## config.mk

```make
export PLATFORM = sky130hd
export DESIGN_NAME = merge_fill_arbiter
export DESIGN_NICKNAME = d
export VERILOG_FILES = /design/src/rtl/merge_fill_arbiter.sv
export SDC_FILE = /design/constraint.sdc
export NUM_CORES = 1
export LEC_CHECK = 0
export ABC_CLOCK_PERIOD_IN_PS = 3200
export CORE_ASPECT_RATIO = 1.2
export CORE_MARGIN = 10
export CORE_UTILIZATION = 45
export CTS_CLUSTER_SIZE = 16
export DETAILED_ROUTE_END_ITERATION = 10
export GPL_TIMING_DRIVEN = 0
export PLACE_DENSITY = 0.72
export SLEW_MARGIN = 40
export SYNTH_ARGS = -nofsm -noshare
export SYNTH_HDL_FRONTEND = slang
export SYNTH_SLANG_ARGS = --single-unit
```

## constraint.sdc

```tcl
create_clock -name i_clk -period 3.2 [get_ports i_clk]
set_input_delay 0.64 -clock i_clk [delete_from_list [all_inputs] [get_ports i_clk]]
set_output_delay 0.64 -clock i_clk [all_outputs]
set_load 0.01 [all_outputs]
```

## src/rtl/merge_fill_arbiter.sv

```systemverilog
// merge_fill_arbiter: schedules BURST-word refills of the two input FIFOs of a
// two-way merger from a single shared memory read port. In-flight words are
// tracked per side so neither FIFO is over-committed, and the emptier FIFO is
// preferred so the merger rarely stalls on an empty input.
module merge_fill_arbiter #(
    parameter int DEPTH   = 16,
    parameter int CNT_W   = 5,
    parameter int BURST   = 4,
    parameter int MAX_OUT = 4
) (
    input  logic             i_clk,
    input  logic             i_rst,
    input  logic [CNT_W-1:0] i_a_count,
    input  logic [CNT_W-1:0] i_b_count,
    input  logic             i_a_src_done,
    input  logic             i_b_src_done,
    output logic             o_req_valid,
    output logic             o_req_sel,
    input  logic             i_req_ready,
    input  logic             i_rsp_valid,
    input  logic             i_rsp_sel,
    output logic             o_done,
    output logic             o_err
);

    // Fill arithmetic is two bits wider than CNT_W so count + infl + BURST never wraps.
    localparam int FW = CNT_W + 2;
    localparam int OW = $clog2(MAX_OUT + 1);
    localparam int BW = (BURST > 1) ? $clog2(BURST) : 1;

    typedef enum logic [1:0] {
        ST_IDLE = 2'd0,
        ST_REQ  = 2'd1,
        ST_DONE = 2'd2
    } state_t;

    state_t           state_r;
    logic [CNT_W-1:0] infl_a_r;
    logic [CNT_W-1:0] infl_b_r;
    logic [OW-1:0]    outst_r;
    logic [BW-1:0]    beat_a_r;
    logic [BW-1:0]    beat_b_r;
    logic             last_grant_r;

    logic [FW-1:0]    fill_a_s;
    logic [FW-1:0]    fill_b_s;
    logic             elig_a_s;
    logic             elig_b_s;
    logic             pick_b_s;
    logic             done_cond_s;

    logic             accept_s;
    logic             beat_a_s;
    logic             beat_b_s;
    logic             bad_beat_s;
    logic             cmp_a_s;
    logic             cmp_b_s;
    logic [CNT_W-1:0] infl_a_nxt_s;
    logic [CNT_W-1:0] infl_b_nxt_s;
    logic [BW-1:0]    beat_a_nxt_s;
    logic [BW-1:0]    beat_b_nxt_s;
    logic [OW-1:0]    outst_nxt_s;

    // Per-side fill level and eligibility for a new burst.
    always_comb begin
        fill_a_s = FW'(i_a_count) + FW'(infl_a_r);
        fill_b_s = FW'(i_b_count) + FW'(infl_b_r);
        elig_a_s = ~i_a_src_done && ((fill_a_s + FW'(BURST)) <= FW'(DEPTH))
                   && (outst_r < OW'(MAX_OUT));
        elig_b_s = ~i_b_src_done && ((fill_b_s + FW'(BURST)) <= FW'(DEPTH))
                   && (outst_r < OW'(MAX_OUT));
        done_cond_s = i_a_src_done && i_b_src_done && (outst_r == {OW{1'b0}});
    end

    // Side selection: lone eligible side, else emptier side, else alternate on a tie.
    always_comb begin
        pick_b_s = 1'b0;
        if (elig_a_s && elig_b_s) begin
            if (fill_b_s < fill_a_s) begin
                pick_b_s = 1'b1;
            end else if (fill_a_s < fill_b_s) begin
                pick_b_s = 1'b0;
            end else begin
                pick_b_s = ~last_grant_r;
            end
        end else if (elig_b_s) begin
            pick_b_s = 1'b1;
        end else begin
            pick_b_s = 1'b0;
        end
    end

    // Request acceptance and response beat classification.
    always_comb begin
        accept_s   = (state_r == ST_REQ) && i_req_ready;
        beat_a_s   = i_rsp_valid && ~i_rsp_sel && (infl_a_r != {CNT_W{1'b0}});
        beat_b_s   = i_rsp_valid &&  i_rsp_sel && (infl_b_r != {CNT_W{1'b0}});
        bad_beat_s = i_rsp_valid && ~beat_a_s && ~beat_b_s;
    end

    // Beat counters per side; a wrap marks a completed burst.
    always_comb begin
        beat_a_nxt_s = beat_a_r;
        cmp_a_s      = 1'b0;
        if (beat_a_s) begin
            if (beat_a_r == BW'(BURST - 1)) begin
                beat_a_nxt_s = {BW{1'b0}};
                cmp_a_s      = 1'b1;
            end else begin
                beat_a_nxt_s = beat_a_r + BW'(1);
            end
        end else begin
            beat_a_nxt_s = beat_a_r;
        end
        beat_b_nxt_s = beat_b_r;
        cmp_b_s      = 1'b0;
        if (beat_b_s) begin
            if (beat_b_r == BW'(BURST - 1)) begin
                beat_b_nxt_s = {BW{1'b0}};
                cmp_b_s      = 1'b1;
            end else begin
                beat_b_nxt_s = beat_b_r + BW'(1);
            end
        end else begin
            beat_b_nxt_s = beat_b_r;
        end
    end

    // Next in-flight and outstanding counts, combining grant and response deltas.
    always_comb begin
        infl_a_nxt_s = infl_a_r
                       + ((accept_s && ~o_req_sel) ? CNT_W'(BURST) : {CNT_W{1'b0}})
                       - (beat_a_s ? CNT_W'(1) : {CNT_W{1'b0}});
        infl_b_nxt_s = infl_b_r
                       + ((accept_s && o_req_sel) ? CNT_W'(BURST) : {CNT_W{1'b0}})
                       - (beat_b_s ? CNT_W'(1) : {CNT_W{1'b0}});
        outst_nxt_s  = outst_r
                       + (accept_s ? OW'(1) : {OW{1'b0}})
                       - (cmp_a_s ? OW'(1) : {OW{1'b0}})
                       - (cmp_b_s ? OW'(1) : {OW{1'b0}});
    end

    // Control FSM plus all tracking state, updated together from pre-edge values.
    always_ff @(posedge i_clk) begin
        if (i_rst) begin
            state_r      <= ST_IDLE;
            o_req_valid  <= 1'b0;
            o_req_sel    <= 1'b0;
            o_done       <= 1'b0;
            o_err        <= 1'b0;
            infl_a_r     <= {CNT_W{1'b0}};
            infl_b_r     <= {CNT_W{1'b0}};
            outst_r      <= {OW{1'b0}};
            beat_a_r     <= {BW{1'b0}};
            beat_b_r     <= {BW{1'b0}};
            last_grant_r <= 1'b1;
        end else begin
            infl_a_r <= infl_a_nxt_s;
            infl_b_r <= infl_b_nxt_s;
            outst_r  <= outst_nxt_s;
            beat_a_r <= beat_a_nxt_s;
            beat_b_r <= beat_b_nxt_s;
            if (bad_beat_s) begin
                o_err <= 1'b1;
            end
            case (state_r)
                ST_IDLE: begin
                    if (done_cond_s) begin
                        state_r     <= ST_DONE;
                        o_done      <= 1'b1;
                        o_req_valid <= 1'b0;
                    end else if (elig_a_s || elig_b_s) begin
                        state_r     <= ST_REQ;
                        o_req_valid <= 1'b1;
                        o_req_sel   <= pick_b_s;
                    end
                end
                ST_REQ: begin
                    // Held stable until accepted; src_done changes do not cancel it.
                    if (i_req_ready) begin
                        state_r      <= ST_IDLE;
                        o_req_valid  <= 1'b0;
                        last_grant_r <= o_req_sel;
                    end
                end
                ST_DONE: begin
                    o_done      <= 1'b1;
                    o_req_valid <= 1'b0;
                end
                default: begin
                    state_r     <= ST_IDLE;
                    o_req_valid <= 1'b0;
                end
            endcase
        end
    end

endmodule

```

---- After elaboration in Yosys (flattened, before gate mapping) ----
Index checks and enable logic that the tools add are counted.
W data, S select, Z words.
operators by class
  bitwise gates (word level) .............. 9
  reduce and logical (&&, ||, !) cells .... 27
  magnitude comparators ................... 5
  add/sub/neg operators ................... 13
  muxes and demuxes ....................... 27
  equal/unequal tests ..................... 7
operators by type and width
  cell                   number
  $mux W1                17
  $logic_and A1 B1 Y1    16
  $add A6 B3 Y7 const B  2
  $le A7 B5 Y1 const B   2
  $add A5 B5 Y6          2
  $lt A6 B6 Y1           2
  $add A5 B3 Y5          2
  $mux W2                5
  $reduce_bool A5 Y1     2
  $sub A5 B1 Y5          2
  $not A1 Y1             9
  $eq A2 B2 Y1 const B   3
  $mux W3                2
  $pmux W2 S3            1
  $reduce_and A2 Y1      3
  $reduce_and A3 Y1      2
  $sub A3 B1 Y3          2
  $add A2 B1 Y2 const B  2
  $ne A2 B2 Y1 const B   2
  $pmux W1 S2            2
  $add A3 B1 Y3          1
  $logic_not A3 Y1       1
  $lt A3 B3 Y1 const B   1
  $ne A3 B3 Y1 const B   1
  other kinds (4)        4
storage, ports and cells
  output and inout bits ................... 4
  input bits .............................. 17
  register bits after elaboration ......... 24
  word-level logic and storage cells ...... 99

---- Depth between registers and ports, before layout ----
  word-level depth ........................ 9
  mapped depth ............................ 12
  gate-level depth less buffers ........... 12

---- Least setup slack after synthesis ----
No wires, ideal clock.
  path kind ............................... input to register
  start ................................... input port i_b_count[0]
  end ..................................... register o_req_sel
  data arrival time ....................... 2762 ps
  stages .................................. 11
  slack ................................... 323 ps
  path buffers ............................ 0
  setup time .............................. 116 ps
  data required time ...................... 3084 ps
  cell sequence ........................... ha_1 > fa_1 > a21o_1 > a21oi_1 > xnor2_1 > inv_1 > ha_1 > a21o_1 > a211oi_1 > o21ai_2 > a31o_1
between the ends
  cells in the longest elaborated chain, start to end .. 7
  elaborated cells between the ends (all ways) .. 14
  those cells by class .................... 2 x add/sub; 3 x order compare; 4 x mux; 5 x reduce/logical
ends and longest elaborated chain
  what                                                 RTL line  text
  start: declaration                                   14        input logic [CNT_W-1:0] i_b_count,
  $add A5 B5 Y6 (*)                                    67        fill_b_s = FW'(i_b_count) + FW'(infl_b_r);
  $add A6 B3 Y7                                        70        elig_b_s = ~i_b_src_done && ((fill_b_s + FW'(BURST)) <= FW'(DEPTH))
  $le A7 B5 Y1                                         70
  $logic_and A1 B1 Y1                                  70
  $logic_and A1 B1 Y1                                  71        && (outst_r < OW'(MAX_OUT));
  $mux W1 (tied with other cells)                      86        end else if (elig_b_s) begin
  $mux W1 / $reduce_and A3 Y1 (equally long branches)  -
  end signal: assignment                               175       o_req_sel <= pick_b_s;
  end: declaration                                     18        output logic o_req_sel,
Every way passes the cells marked *; elsewhere a longest branch is shown, timed or not.
A chain may end at the register's enable or synchronous reset.

---- Worst setup path after layout ----
  start ................................... input port i_a_count[0]
  end ..................................... register o_req_sel
between the ends
  cells in the longest elaborated chain, start to end .. 7
  elaborated cells between the ends (all ways) .. 13
  those cells by class .................... 2 x add/sub; 3 x order compare; 3 x mux; 5 x reduce/logical
ends and longest elaborated chain
  what                                                                  RTL line  text
  start: declaration                                                    13        input logic [CNT_W-1:0] i_a_count,
  $add A5 B5 Y6 (*)                                                     66        fill_a_s = FW'(i_a_count) + FW'(infl_a_r);
  $add A6 B3 Y7                                                         68        elig_a_s = ~i_a_src_done && ((fill_a_s + FW'(BURST)) <= FW'(DEPTH))
  $le A7 B5 Y1                                                          68
  $logic_and A1 B1 Y1                                                   68
  $logic_and A1 B1 Y1                                                   69        && (outst_r < OW'(MAX_OUT));
  $logic_or A1 B1 Y1 / $logic_and A1 B1 Y1 (equally long branches)      172, 78
  $reduce_and A3 Y1 (no source line) / $mux W1 (equally long branches)  -
Marked as above.

==> qor.txt <==
=====================================================================================
Drt pass-1 iters                                                                    4
Endpoint, Worst Hold                                                      beat_a_r[1]
Remaining max-slew budget at the tightest pin                                   66.4%
Complex-gate fraction of the synthesized area                                   10.6%
Distinct cells, synth                                                              33
Maximum achievable frequency                                                  328 MHz
Overall overflow remaining after global route                                       0
Number of vias after detailed routing                                            1352
Area used by multi-input combinational logic                               1160 sq um
Growth of design area from synthesis to finish                                  19.3%
Most numerous cell types in the synthesized netlist                      sky130_fd_sc_hd__ha_1, sky130_fd_sc_hd__inv_1, sky130_fd_sc_hd__dfxtp_1
Portion of netlist area occupied by mux cells                                   1.73%
Post-synthesis adder-cell area fraction                                         28.1%
Largest area contributor in the synthesized netlist                      sky130_fd_sc_hd__dfxtp_1
Critical path type                                                          in -> reg
Pin count of the biggest net entering global routing                               14
Count of routing violations after the opening detailed-route iteration             42
Worst slack, placed                                                           -252 ps
Cell area after placement                                                  2000 sq um
Clk root buf                                                             sky130_fd_sc_hd__clkbuf_8
Placeable core region                                                      3660 sq um
Global-route wire length before repair                                        5.91 mm
Number of violations of the max-capacitance limit                                   0
Hold Fails Final Rpt                                                                0
Rows                                                                               24
Synth Cell Area                                                            1730 sq um
Count leader, synth                                                      sky130_fd_sc_hd__ha_1
Final Critical Period                                                         3050 ps
Post-cts hold buffer count                                                          0
Area occupied by registers                                                  480 sq um
Period Utilization, post-route                                                  95.4%
Endpoint kind of the worst setup timing path                                     flop
Count of flip-flops with a built-in enable after synthesis                          0
Worst Setup Slack, final                                                       147 ps
Maximum count of clock buffers along a single path                                  2
Number of setup buffers added after CTS                                             0
Worst hold slack after final layout                                            472 ps
Starting density of the core                                                    47.3%
# H-tree levels                                                                     1
Dominant register cell in the synthesized netlist                        sky130_fd_sc_hd__dfxtp_1
Count of final max-slew check failures                                              0
Synthesized-area fraction occupied by and/or/nand/nor cells                     19.3%
Number of top-level pins                                                           21
Slew at the pin closest to its max-slew limit                                  505 ps
Hold WC Path Type                                                          reg -> reg
Worst clock skew                                                              2.12 ps
Die X-Extent                                                             76.7 microns
Count of input and output buffers                                                  20
Vias in the first global route                                                   1402
Antenna violations before repair                                                    0
Clock latency on the worst-skew pair                                           270 ps
Setup slack on the worst flop-to-flop path                                     350 ps
Worst vdd ir                                                               0.000308 V
Sequential-to-total area share from yosys stat                                  27.7%
GRT Overall Usage                                                               10.5%
Number of warnings printed during yosys synthesis                                   0
Fraction of layout cells with a size suffix above 1                             5.38%
Startpoint of the lowest-slack register-to-register path                  infl_a_r[1]
Biggest area contributors in the synthesized netlist                     sky130_fd_sc_hd__dfxtp_1, sky130_fd_sc_hd__ha_1, sky130_fd_sc_hd__inv_1, sky130_fd_sc_hd__fa_1, sky130_fd_sc_hd__a21oi_1
Beginning of the worst hold path                                          beat_a_r[1]
Proportion of synthesized flip-flops having asynchronous set or reset              0%
Xor/xnor share of the synthesized area                                          6.06%
Final design area excluding fillers                                        2070 sq um
DIE HEIGHT                                                               88.0 microns
Clock slew at reported path FFs                                                 80 ps
Routed Wire Length                                                            3.36 mm
PostCTS Resize Cnt                                                                  0
Fin util                                                                        56.5%
P per Cell Area                                                           781 nW/um^2
Final-stage net count                                                             277
Reg2Reg Capture Point                                                      outst_r[2]
Number of flip-flops and latches in the synthesized netlist                        24
Status                                                                   complete, no violations
Total CTS buffers                                                                   3
Portion of synthesized cell area occupied by the leading cell type              27.7%
Critical Path RT                                                              3370 ps
Synthesized netlist net count                                                     252
Leakage power                                                                0.966 nW
# diodes                                                                            0
Antenna violation net count after detailed routing                                  0
Final-layout fill cell count                                                      351
Critical path peak fanout                                                           2
Detailed Place HPWL                                                           2.81 mm
Endpoint arrival time on the critical path                                    3220 ps
Hold depth                                                                          2
Dominant combinational cell family by area after synthesis                adder cells
Critical Path Start Type                                                   input port
Count of unresolved DRC violations after routing                                    0
CTS tree                                                                        built
Number of sinks on the clock net                                                   24
Cells on worst reg2reg path                                                        10
Via/cell ratio                                                                   4.92
Area of the die                                                            6750 sq um
Power consumption                                                           0.00162 W
Number of instances in the synthesized netlist                                    199
Number of setup violations in the final report                                      0
Avg Inst Size Synth                                                        8.71 sq um
Detail-routed net length per standard cell                               12.2 microns
Routability congestion estimate from global placement                           0.796
=====================================================================================
-- report_power, final --
part / total (W) / internal, W / switching, W
logic: 0.000943 / 0.000474 / 0.000469
registers: 0.000464 / 0.000382 / 0.0000819
clock network: 0.000209 / 0.000110 / 0.0000992
total: 0.00162 / 0.000966 / 0.000650
-- routing by layer --
metal  vias up  wire [microns]  global-route usage (%)
met3         7              94                    1.54
met2        19            1630                    18.1
met5         -               0                       0
li1        718               -                       -
met1       608            1540                    12.3
met4         0              95                    5.92
-- logic make-up (layout without fill, tap and decap cells) --
family,count (synthesis),count (layout)
XOR/XNOR,12,12
AO/OA/AOI/OAI,31,31
multiplexers,3,3
buffers and inverters,30,54
adder cells (fa/ha/maj),36,36
flip-flops,24,24
AND/OR/NAND/NOR,63,63
-- cell usage in the layout, fill, tap and decap left out, types with 5 or more instances in the layout --
cell type,netlist,final
sky130_fd_sc_hd__inv_1,28,28
sky130_fd_sc_hd__ha_1,31,31
sky130_fd_sc_hd__dfxtp_1,24,24
sky130_fd_sc_hd__a21oi_1,16,16
sky130_fd_sc_hd__clkdlybuf4s50_1,0,20
sky130_fd_sc_hd__nor2_1,20,20
sky130_fd_sc_hd__a21o_1,5,5
sky130_fd_sc_hd__nor2b_1,8,8
sky130_fd_sc_hd__xnor2_1,8,7
sky130_fd_sc_hd__nand2_1,11,11
-- critical path, stage by stage --
cell and delay (ps):
sky130_fd_sc_hd__clkdlybuf4s50_1 400, sky130_fd_sc_hd__ha_1 220, sky130_fd_sc_hd__fa_1 400, sky130_fd_sc_hd__a21o_1 180, sky130_fd_sc_hd__a21oi_2 180, sky130_fd_sc_hd__xnor2_2 170, sky130_fd_sc_hd__ha_1 290, sky130_fd_sc_hd__a21o_1 200
sky130_fd_sc_hd__a211oi_2 240, sky130_fd_sc_hd__o21ai_2 80, sky130_fd_sc_hd__a31o_1 220
-- worst max-delay path by stage --
stage	startpoint	endpoint	slack, ps	cells past startpoint
2_1_floorplan	i_b_count[0]	o_req_sel	320	11
3_3_place_gp	i_b_count[0]	o_req_sel	-240	12
3_5_place_dp	i_b_count[0]	o_req_sel	-250	12
4_1_cts	i_b_count[0]	o_req_sel	30	12
5_1_grt	i_b_count[0]	o_req_sel	-7	12
6_report	i_a_count[0]	o_req_sel	150	11
-- sequential cells by signal, indices dropped and copies added, names as in the netlist --
signal,cells
o_done,1
infl_a_r,5
beat_a_r,2
o_req_sel,1
beat_b_r,2
state_r,2
o_err,1
outst_r,3
infl_b_r,5
o_req_valid,1
last_grant_r,1
-- through the flow --
| stage | instances | TNS [ps] |
|---|---|---|
| floorplan | 199 | 0 |
| global placement | 271 | -236 |
| detailed placement | 271 | -252 |
| CTS | 275 | 0 |
| global route | 275 | -7.17 |
| finish | 275 | 0 |
-- area by class of cell --
class	count	area share (%)
Multi-Input combinational cell	145	55.9
Timing Repair Buffer	20	9.67
Tap cell	52	3.14
Clock buffer	4	2.66
Sequential cell	24	23.2
Inverter	28	5.08
Buffer	2	0.363
Power figures use the tool's default switching activity.
